**src/rtl/kappa3_dbg_sequencer.sv**
```systemverilog
// kappa3_dbg_sequencer
//   Debug-port sequencer for kappa3_light_core. Turns a command stream (write PC/reg/mem,
//   read reg/mem with bursts, register dump) into single-cycle dbg_* strobes on the core and
//   returns one response item per write, read, burst beat or dumped register.
//
//   Optional feature macro: KAPPA3_DBG_SEQ_STEP_EN
//     defined   : op 7 (STEP) pulses step_inst and waits for running to rise then fall,
//                 or for a 255-clock timeout (rsp_err=1 on timeout)
//     undefined : no step_inst port; op 7 answers with rsp_err=1
//
// Ports
//   clock, reset            rising-edge clock, synchronous active-low reset
//   cmd_valid/cmd_ready     command handshake; cmd_op/cmd_addr/cmd_data/cmd_len payload
//   rsp_valid/rsp_ready     response handshake; rsp_data/rsp_tag/rsp_err payload
//   dbg_in, dbg_*_ld, dbg_reg_addr, dbg_mem_addr, dbg_mem_read, dbg_mem_write  to core
//   dbg_reg_out, dbg_mem_out, running                                          from core
module kappa3_dbg_sequencer #(
    parameter int unsigned DATA_W = 32,
    parameter int unsigned REG_AW = 5,
    parameter int unsigned LEN_W  = 8,
    parameter int unsigned SETTLE = 1
) (
    input  logic              clock,
    input  logic              reset,
    input  logic              cmd_valid,
    output logic              cmd_ready,
    input  logic [2:0]        cmd_op,
    input  logic [DATA_W-1:0] cmd_addr,
    input  logic [DATA_W-1:0] cmd_data,
    input  logic [LEN_W-1:0]  cmd_len,
    output logic              rsp_valid,
    input  logic              rsp_ready,
    output logic [DATA_W-1:0] rsp_data,
    output logic [DATA_W-1:0] rsp_tag,
    output logic              rsp_err,
    output logic [DATA_W-1:0] dbg_in,
    output logic              dbg_pc_ld,
    output logic              dbg_reg_ld,
    output logic [REG_AW-1:0] dbg_reg_addr,
    output logic [DATA_W-1:0] dbg_mem_addr,
    output logic              dbg_mem_read,
    output logic              dbg_mem_write,
    input  logic [DATA_W-1:0] dbg_reg_out,
    input  logic [DATA_W-1:0] dbg_mem_out,
    input  logic              running
`ifdef KAPPA3_DBG_SEQ_STEP_EN
    ,
    output logic              step_inst
`endif
);

    localparam logic [2:0] OpNop   = 3'd0;
    localparam logic [2:0] OpWrPc  = 3'd1;
    localparam logic [2:0] OpWrReg = 3'd2;
    localparam logic [2:0] OpRdReg = 3'd3;
    localparam logic [2:0] OpWrMem = 3'd4;
    localparam logic [2:0] OpRdMem = 3'd5;
    localparam logic [2:0] OpDump  = 3'd6;
    localparam logic [2:0] OpStep  = 3'd7;

    localparam int unsigned SettleW = (SETTLE > 1) ? $clog2(SETTLE) : 1;

    typedef enum logic [2:0] {
        StIdle,
        StStrobe,
        StSettle,
        StResp,
        StStepArm,
        StStepWait
    } state_e;

    state_e              state_q, state_d;
    logic [2:0]          op_q, op_d;
    logic [DATA_W-1:0]   addr_q, addr_d;
    logic [DATA_W-1:0]   data_q, data_d;
    logic [LEN_W-1:0]    cnt_q, cnt_d;      // burst items remaining, including the current one
    logic [SettleW-1:0]  settle_q, settle_d;
    logic [DATA_W-1:0]   rsp_data_q, rsp_data_d;
    logic [DATA_W-1:0]   rsp_tag_q, rsp_tag_d;
    logic                rsp_err_q, rsp_err_d;
`ifdef KAPPA3_DBG_SEQ_STEP_EN
    logic [7:0]          step_timer_q, step_timer_d;
    logic                step_seen_q, step_seen_d;
`else
    logic                unused_running;
    assign unused_running = running;
`endif

    // Register ops report the index, memory ops the byte address, everything else 0.
    function automatic logic [DATA_W-1:0] tag_of(input logic [2:0] op,
                                                  input logic [DATA_W-1:0] a);
        logic [DATA_W-1:0] t;
        t = '0;
        case (op)
            OpWrReg, OpRdReg, OpDump: t = DATA_W'(a[REG_AW-1:0]);
            OpWrMem, OpRdMem:         t = a;
            default:                  t = '0;
        endcase
        return t;
    endfunction

    always_comb begin
        state_d    = state_q;
        op_d       = op_q;
        addr_d     = addr_q;
        data_d     = data_q;
        cnt_d      = cnt_q;
        settle_d   = settle_q;
        rsp_data_d = rsp_data_q;
        rsp_tag_d  = rsp_tag_q;
        rsp_err_d  = rsp_err_q;
`ifdef KAPPA3_DBG_SEQ_STEP_EN
        step_timer_d = step_timer_q;
        step_seen_d  = step_seen_q;
`endif
        case (state_q)
            StIdle: begin
                if (cmd_valid && cmd_ready) begin
                    op_d   = cmd_op;
                    addr_d = cmd_addr;
                    data_d = cmd_data;
                    cnt_d  = (cmd_len == '0) ? LEN_W'(1) : cmd_len;
                    case (cmd_op)
                        OpNop: begin
                            state_d    = StResp;
                            rsp_data_d = '0;
                            rsp_tag_d  = '0;
                            rsp_err_d  = 1'b0;
                        end
                        OpDump: begin
                            addr_d  = '0;
                            state_d = StStrobe;
                        end
                        OpStep: begin
`ifdef KAPPA3_DBG_SEQ_STEP_EN
                            state_d = StStepArm;
`else
                            state_d    = StResp;
                            rsp_data_d = '0;
                            rsp_tag_d  = '0;
                            rsp_err_d  = 1'b1;
`endif
                        end
                        default: state_d = StStrobe;
                    endcase
                end
            end
            StStrobe: begin
                if (op_q == OpRdReg || op_q == OpRdMem || op_q == OpDump) begin
                    settle_d = SettleW'(SETTLE - 1);
                    state_d  = StSettle;
                end else begin
                    rsp_data_d = '0;
                    rsp_tag_d  = tag_of(op_q, addr_q);
                    rsp_err_d  = 1'b0;
                    state_d    = StResp;
                end
            end
            StSettle: begin
                if (settle_q == '0) begin
                    rsp_data_d = (op_q == OpRdMem) ? dbg_mem_out : dbg_reg_out;
                    rsp_tag_d  = tag_of(op_q, addr_q);
                    rsp_err_d  = 1'b0;
                    state_d    = StResp;
                end else begin
                    settle_d = settle_q - SettleW'(1);
                end
            end
            StResp: begin
                if (rsp_ready) begin
                    if (op_q == OpRdMem && cnt_q > LEN_W'(1)) begin
                        cnt_d   = cnt_q - LEN_W'(1);
                        addr_d  = addr_q + DATA_W'(4);   // wraps modulo 2**DATA_W
                        state_d = StStrobe;
                    end else if (op_q == OpDump && addr_q[REG_AW-1:0] != '1) begin
                        addr_d  = addr_q + DATA_W'(1);
                        state_d = StStrobe;
                    end else begin
                        if (op_q == OpDump) begin
                            addr_d = '0;
                        end
                        cnt_d   = '0;
                        state_d = StIdle;
                    end
                end
            end
`ifdef KAPPA3_DBG_SEQ_STEP_EN
            StStepArm: begin
                step_timer_d = '0;
                step_seen_d  = 1'b0;
                state_d      = StStepWait;
            end
            StStepWait: begin
                step_timer_d = step_timer_q + 8'd1;
                if (running) begin
                    step_seen_d = 1'b1;
                end
                if (step_seen_q && !running) begin
                    rsp_data_d = '0;
                    rsp_tag_d  = '0;
                    rsp_err_d  = 1'b0;
                    state_d    = StResp;
                end else if (step_timer_q == 8'd254) begin
                    // 255th wait clock without a completed run pulse
                    rsp_data_d = '0;
                    rsp_tag_d  = '0;
                    rsp_err_d  = 1'b1;
                    state_d    = StResp;
                end
            end
`endif
            default: state_d = StIdle;
        endcase
    end

    always_ff @(posedge clock) begin
        if (!reset) begin
            state_q    <= StIdle;
            op_q       <= OpNop;
            addr_q     <= '0;
            data_q     <= '0;
            cnt_q      <= '0;
            settle_q   <= '0;
            rsp_data_q <= '0;
            rsp_tag_q  <= '0;
            rsp_err_q  <= 1'b0;
`ifdef KAPPA3_DBG_SEQ_STEP_EN
            step_timer_q <= '0;
            step_seen_q  <= 1'b0;
`endif
        end else begin
            state_q    <= state_d;
            op_q       <= op_d;
            addr_q     <= addr_d;
            data_q     <= data_d;
            cnt_q      <= cnt_d;
            settle_q   <= settle_d;
            rsp_data_q <= rsp_data_d;
            rsp_tag_q  <= rsp_tag_d;
            rsp_err_q  <= rsp_err_d;
`ifdef KAPPA3_DBG_SEQ_STEP_EN
            step_timer_q <= step_timer_d;
            step_seen_q  <= step_seen_d;
`endif
        end
    end

    // Gated with reset so nothing is accepted while reset is held.
    assign cmd_ready = (state_q == StIdle) && reset;

    assign rsp_valid = (state_q == StResp);
    assign rsp_data  = rsp_data_q;
    assign rsp_tag   = rsp_tag_q;
    assign rsp_err   = rsp_err_q;

    // Addresses stay stable through SETTLE so the core read data is valid at capture.
    assign dbg_in        = data_q;
    assign dbg_reg_addr  = addr_q[REG_AW-1:0];
    assign dbg_mem_addr  = addr_q;
    assign dbg_pc_ld     = (state_q == StStrobe) && (op_q == OpWrPc);
    assign dbg_reg_ld    = (state_q == StStrobe) && (op_q == OpWrReg);
    assign dbg_mem_write = (state_q == StStrobe) && (op_q == OpWrMem);
    assign dbg_mem_read  = (state_q == StStrobe) && (op_q == OpRdMem);
`ifdef KAPPA3_DBG_SEQ_STEP_EN
    assign step_inst     = (state_q == StStepArm);
`endif

endmodule

```
**config.mk**
```make
export PLATFORM = sky130hd
export DESIGN_NAME = kappa3_dbg_sequencer
export DESIGN_NICKNAME = d
export VERILOG_FILES = /design/src/rtl/kappa3_dbg_sequencer.sv
export SDC_FILE = /design/constraint.sdc
export NUM_CORES = 1
export LEC_CHECK = 0
export CORE_ASPECT_RATIO = 1.75
export CORE_UTILIZATION = 25
export CTS_CLUSTER_DIAMETER = 50
export CTS_CLUSTER_SIZE = 20
export DETAILED_ROUTE_END_ITERATION = 10
export GPL_TIMING_DRIVEN = 0
export SYNTH_ARGS = -nofsm -noshare
export SYNTH_HDL_FRONTEND = slang
export SYNTH_SLANG_ARGS = --single-unit
```
**constraint.sdc**
```tcl
create_clock -name clock -period 4.15 [get_ports clock]
set_input_delay 1.0375 -clock clock [delete_from_list [all_inputs] [get_ports clock]]
set_output_delay 1.0375 -clock clock [all_outputs]
set_load 0.02 [all_outputs]
```
==> results.md <==
- Run status: finished, final reports clean
- Hold Worst Slack: between 0.4 and 0.5 ns
- Register bit total from synthesis: 142
- Buffer cell driving the clock tree root: sky130_fd_sc_hd__clkbuf_16
- Die extent in x: between 100 and 150 microns
- Crit path launch type: input pin
- Count of hold-fix buffers inserted at cts: 0
- Ys async rst share: 0
- Final HPWL DP: around 23000 microns
- Post-synthesis cell type with the largest combined area: sky130_fd_sc_hd__dfxtp_1
- I/O Pins: roughly 280
- Clock buffers created by TritonCTS: 17
- Vertical extent of the die: 224.7 microns
- Path type of the worst setup path: in -> out
- Starting density of the core: 0.2541
- Required time at the worst-slack endpoint: ~3.1 ns
- Hold Crit Start: rsp_data[25]
- Drt pass-1 iters: 6
- Number of instances resized during post-cts repair: 1
- TritonCTS clock tree: built
- DRC violations left: 0
- Vias after detailed routing: ~8000
- Synth top area cells: sky130_fd_sc_hd__dfxtp_1, sky130_fd_sc_hd__nand2_1, sky130_fd_sc_hd__a21oi_1
- Die footprint: 29040 sq um
- Detailed Route Iter0 Violations: approximately 480
- Synth Warn #: 0
- Main flop type after synthesis: sky130_fd_sc_hd__dfxtp_1
- Setup crit end kind: output pin
- Instance area after placement: between 10000 and 15000 sq um
- Setup slack of the worst register-to-register path: around 0.76 ns
- Maximum number of buffers from clock root to sink: 2
- Seq. cell area: about 2800 sq um
- Clock slew at reported path FFs: 0.06 ns
- WL final: a little over 30000 microns
- Avg Cell Area, Syn: about 7.3 sq um
- Average wire per cell in the routed design: roughly 18 microns
- Cell Rows: just over 80
- Setup Fix Bufs, Post-CTS: 0
- Total congestion overflow after global routing: 0
- Setup Skew: a little over 0.009 ns
- Post-Route Utilization: 0.3921
- Final Cell Area: between 10000 and 15000 sq um
- Post-synthesis cell type count: 69
- Antenna violations before repair: 1
- Slew at the pin closest to its max-slew limit: between 1 and 1.5 ns
- Crit-path max FO: 19
- Via/cell ratio: around 4.9
- Net Count, Synth: ~1100
- Clock latency at the later pin of the worst-skew pair: about 0.45 ns
- Leakage power summed over all cells: about 3.9 nW
- Class of the tightest hold or removal check: reg -> reg
- Total track usage: 0.2106
- Crit path launch: reset
- Global placement routability congestion: between 0.8 and 0.9
- RSZ-0062 raised after global routing: no
- Final Hold Fails: 0
- Final setup violation count: 0
- Fraction of layout instances using a drive strength above 1: 0.05357
- Vias in the first global route: around 7900
- Count of input and output buffers: 282
- H-tree levels: 4
- Crit path time final: ~4.1 ns
- Worst endpoint data arrival time: approximately 3.0 ns
- Worst voltage drop across the vdd grid: around 0.31 mV
- Wire length of the first global-routing pass: roughly 46000 microns
- CTS sink cnt: around 140
- Max_cap viols: 0
- Maximum clock frequency: 246.7 MHz
- Summed negative setup slack over all endpoints: 0 ns
- Core box area: about 28000 sq um
- Portion of synthesized cell area occupied by the leading cell type: 0.4013
- Number of synthesized flops with an enable pin: 0
- Highest-count cells in the layout ignoring fill and taps: sky130_fd_sc_hd__clkdlybuf4s50_1, sky130_fd_sc_hd__nand2_1, sky130_fd_sc_hd__dfxtp_1, sky130_fd_sc_hd__a21oi_1, sky130_fd_sc_hd__nand3_1
- Fill cell count: between 2000 and 3000
- Maximum number of pins on one net before global-route repair: 20
- Total count of max-transition violations in the final report: 0
- Area overhead of the layout relative to synthesis: 54.27%
- Final worst-path cycle share: 0.9767
- Netlist area before placement: ~7100 sq um
- Sequential fraction of the synthesis area: 0.4013
- Area of the multi-input gates: about 3900 sq um
- Detail Route Antenna Nets: 0
- Power per standard cell area: 574.0 nW/um^2
- Max-slew headroom: 0.2654
- Syn Inst Count: 975
- Most common library cell in the layout ignoring fill and taps: sky130_fd_sc_hd__clkdlybuf4s50_1
- Worst reg2reg startpoint: state_q[0]
- Number of nets in the layout: roughly 1400
## through the flow
step,instances,power (mW),worst slack (ns)
final,1662,6.272,0.09658
after floorplan,975,3.532,1.290
after detailed placement,1630,4.826,-0.5485
after CTS,1661,6.334,0.09922
after global routing,1662,6.656,0.06027
after global placement,1630,4.813,-0.5458
## cells by family (layout without fill, tap and decap cells)
group / Yosys count / in the layout / synth area share
AOI/OAI and AO/OA: 256 / 256 / 0.2235
xor gates and xnor gates: 1 / 1 / 0.001237
adders and majority gates: 10 / 10 / 0.01766
buffers and inverters: 94 / 407 / 0.05529
DFF: 142 / 142 / 0.4013
muxes: 1 / 1 / 0.001413
other: 0 / 1 / 0
and+or+nand+nor: 471 / 471 / 0.2996
## cell usage after synthesis (4+ instances only)
| library cell | number |
|---|---|
| sky130_fd_sc_hd__nand4_1 | 8 |
| sky130_fd_sc_hd__nor2_1 | 32 |
| sky130_fd_sc_hd__a211oi_1 | 12 |
| sky130_fd_sc_hd__a21oi_1 | 105 |
| sky130_fd_sc_hd__buf_4 | 5 |
| sky130_fd_sc_hd__buf_2 | 16 |
| sky130_fd_sc_hd__or3_1 | 5 |
| sky130_fd_sc_hd__nor3_1 | 20 |
| sky130_fd_sc_hd__ha_1 | 10 |
| sky130_fd_sc_hd__nand2_1 | 274 |
| sky130_fd_sc_hd__and3_1 | 6 |
| sky130_fd_sc_hd__nand3_1 | 87 |
| sky130_fd_sc_hd__o21ai_0 | 68 |
| sky130_fd_sc_hd__clkbuf_1 | 56 |
| sky130_fd_sc_hd__a221oi_1 | 4 |
| sky130_fd_sc_hd__a31oi_1 | 7 |
| sky130_fd_sc_hd__nand3b_1 | 4 |
| sky130_fd_sc_hd__o22ai_1 | 7 |
| sky130_fd_sc_hd__inv_1 | 14 |
| sky130_fd_sc_hd__and2_1 | 6 |
| sky130_fd_sc_hd__a22oi_1 | 10 |
| sky130_fd_sc_hd__nor4_1 | 4 |
| sky130_fd_sc_hd__dfxtp_1 | 142 |
| sky130_fd_sc_hd__and4_1 | 6 |
## flip-flops by register name, indices dropped and copies added (netlist names)
register / count
op_q: 3
rsp_data: 32
rsp_tag: 32
rsp_err: 1
dbg_in: 32
dbg_mem_addr: 32
state_q: 2
cnt_q: 8
## cell type report
class / instances / area share
well taps: 373 / 0.04271
flip-flops and latches: 142 / 0.2602
clock inverters: 14 / 0.01099
clock buffers: 18 / 0.03928
diodes: 1 / 0.0002290
repair buffers: 282 / 0.2583
plain buffers: 78 / 0.03046
multi-input cells: 739 / 0.3527
inverters: 15 / 0.005153
## layer usage
| metal | share of wire | vias up | track usage | wire length (microns) |
|---|---|---|---|---|
| met5 | 0 | - | 0 | 0 |
| met4 | 0.047 | 0 | 0.1275 | 1416 |
| met3 | 0.049 | 66 | 0.04115 | 1495 |
| met2 | 0.52 | 265 | 0.3751 | 15780 |
| met1 | 0.38 | 3801 | 0.2254 | 11660 |
| li1 | - | 4028 | - | - |
## where the power goes
part	internal [mW]	switching, mW	leakage, nW
Combinational	1.09	1.74	2.44
Sequential	1.63	0.339	1.16
Clock	0.822	0.650	0.262
Total	3.54	2.73	3.86
## final timing paths
kind | to | cells past startpoint
worst max-delay path | cmd_ready | 4
worst min-delay path | rsp_data[25] | 2
worst max register to register | dbg_mem_addr[0] | 8
worst min register to register | rsp_data[25] | 2
## critical path, stage by stage
cell and delay, ns:
sky130_fd_sc_hd__clkdlybuf4s50_1 0.66, sky130_fd_sc_hd__clkbuf_2 0.49, sky130_fd_sc_hd__and2_1 0.21, sky130_fd_sc_hd__clkdlybuf4s50_1 0.61
Note: power is estimated with default switching activity, not from simulation.
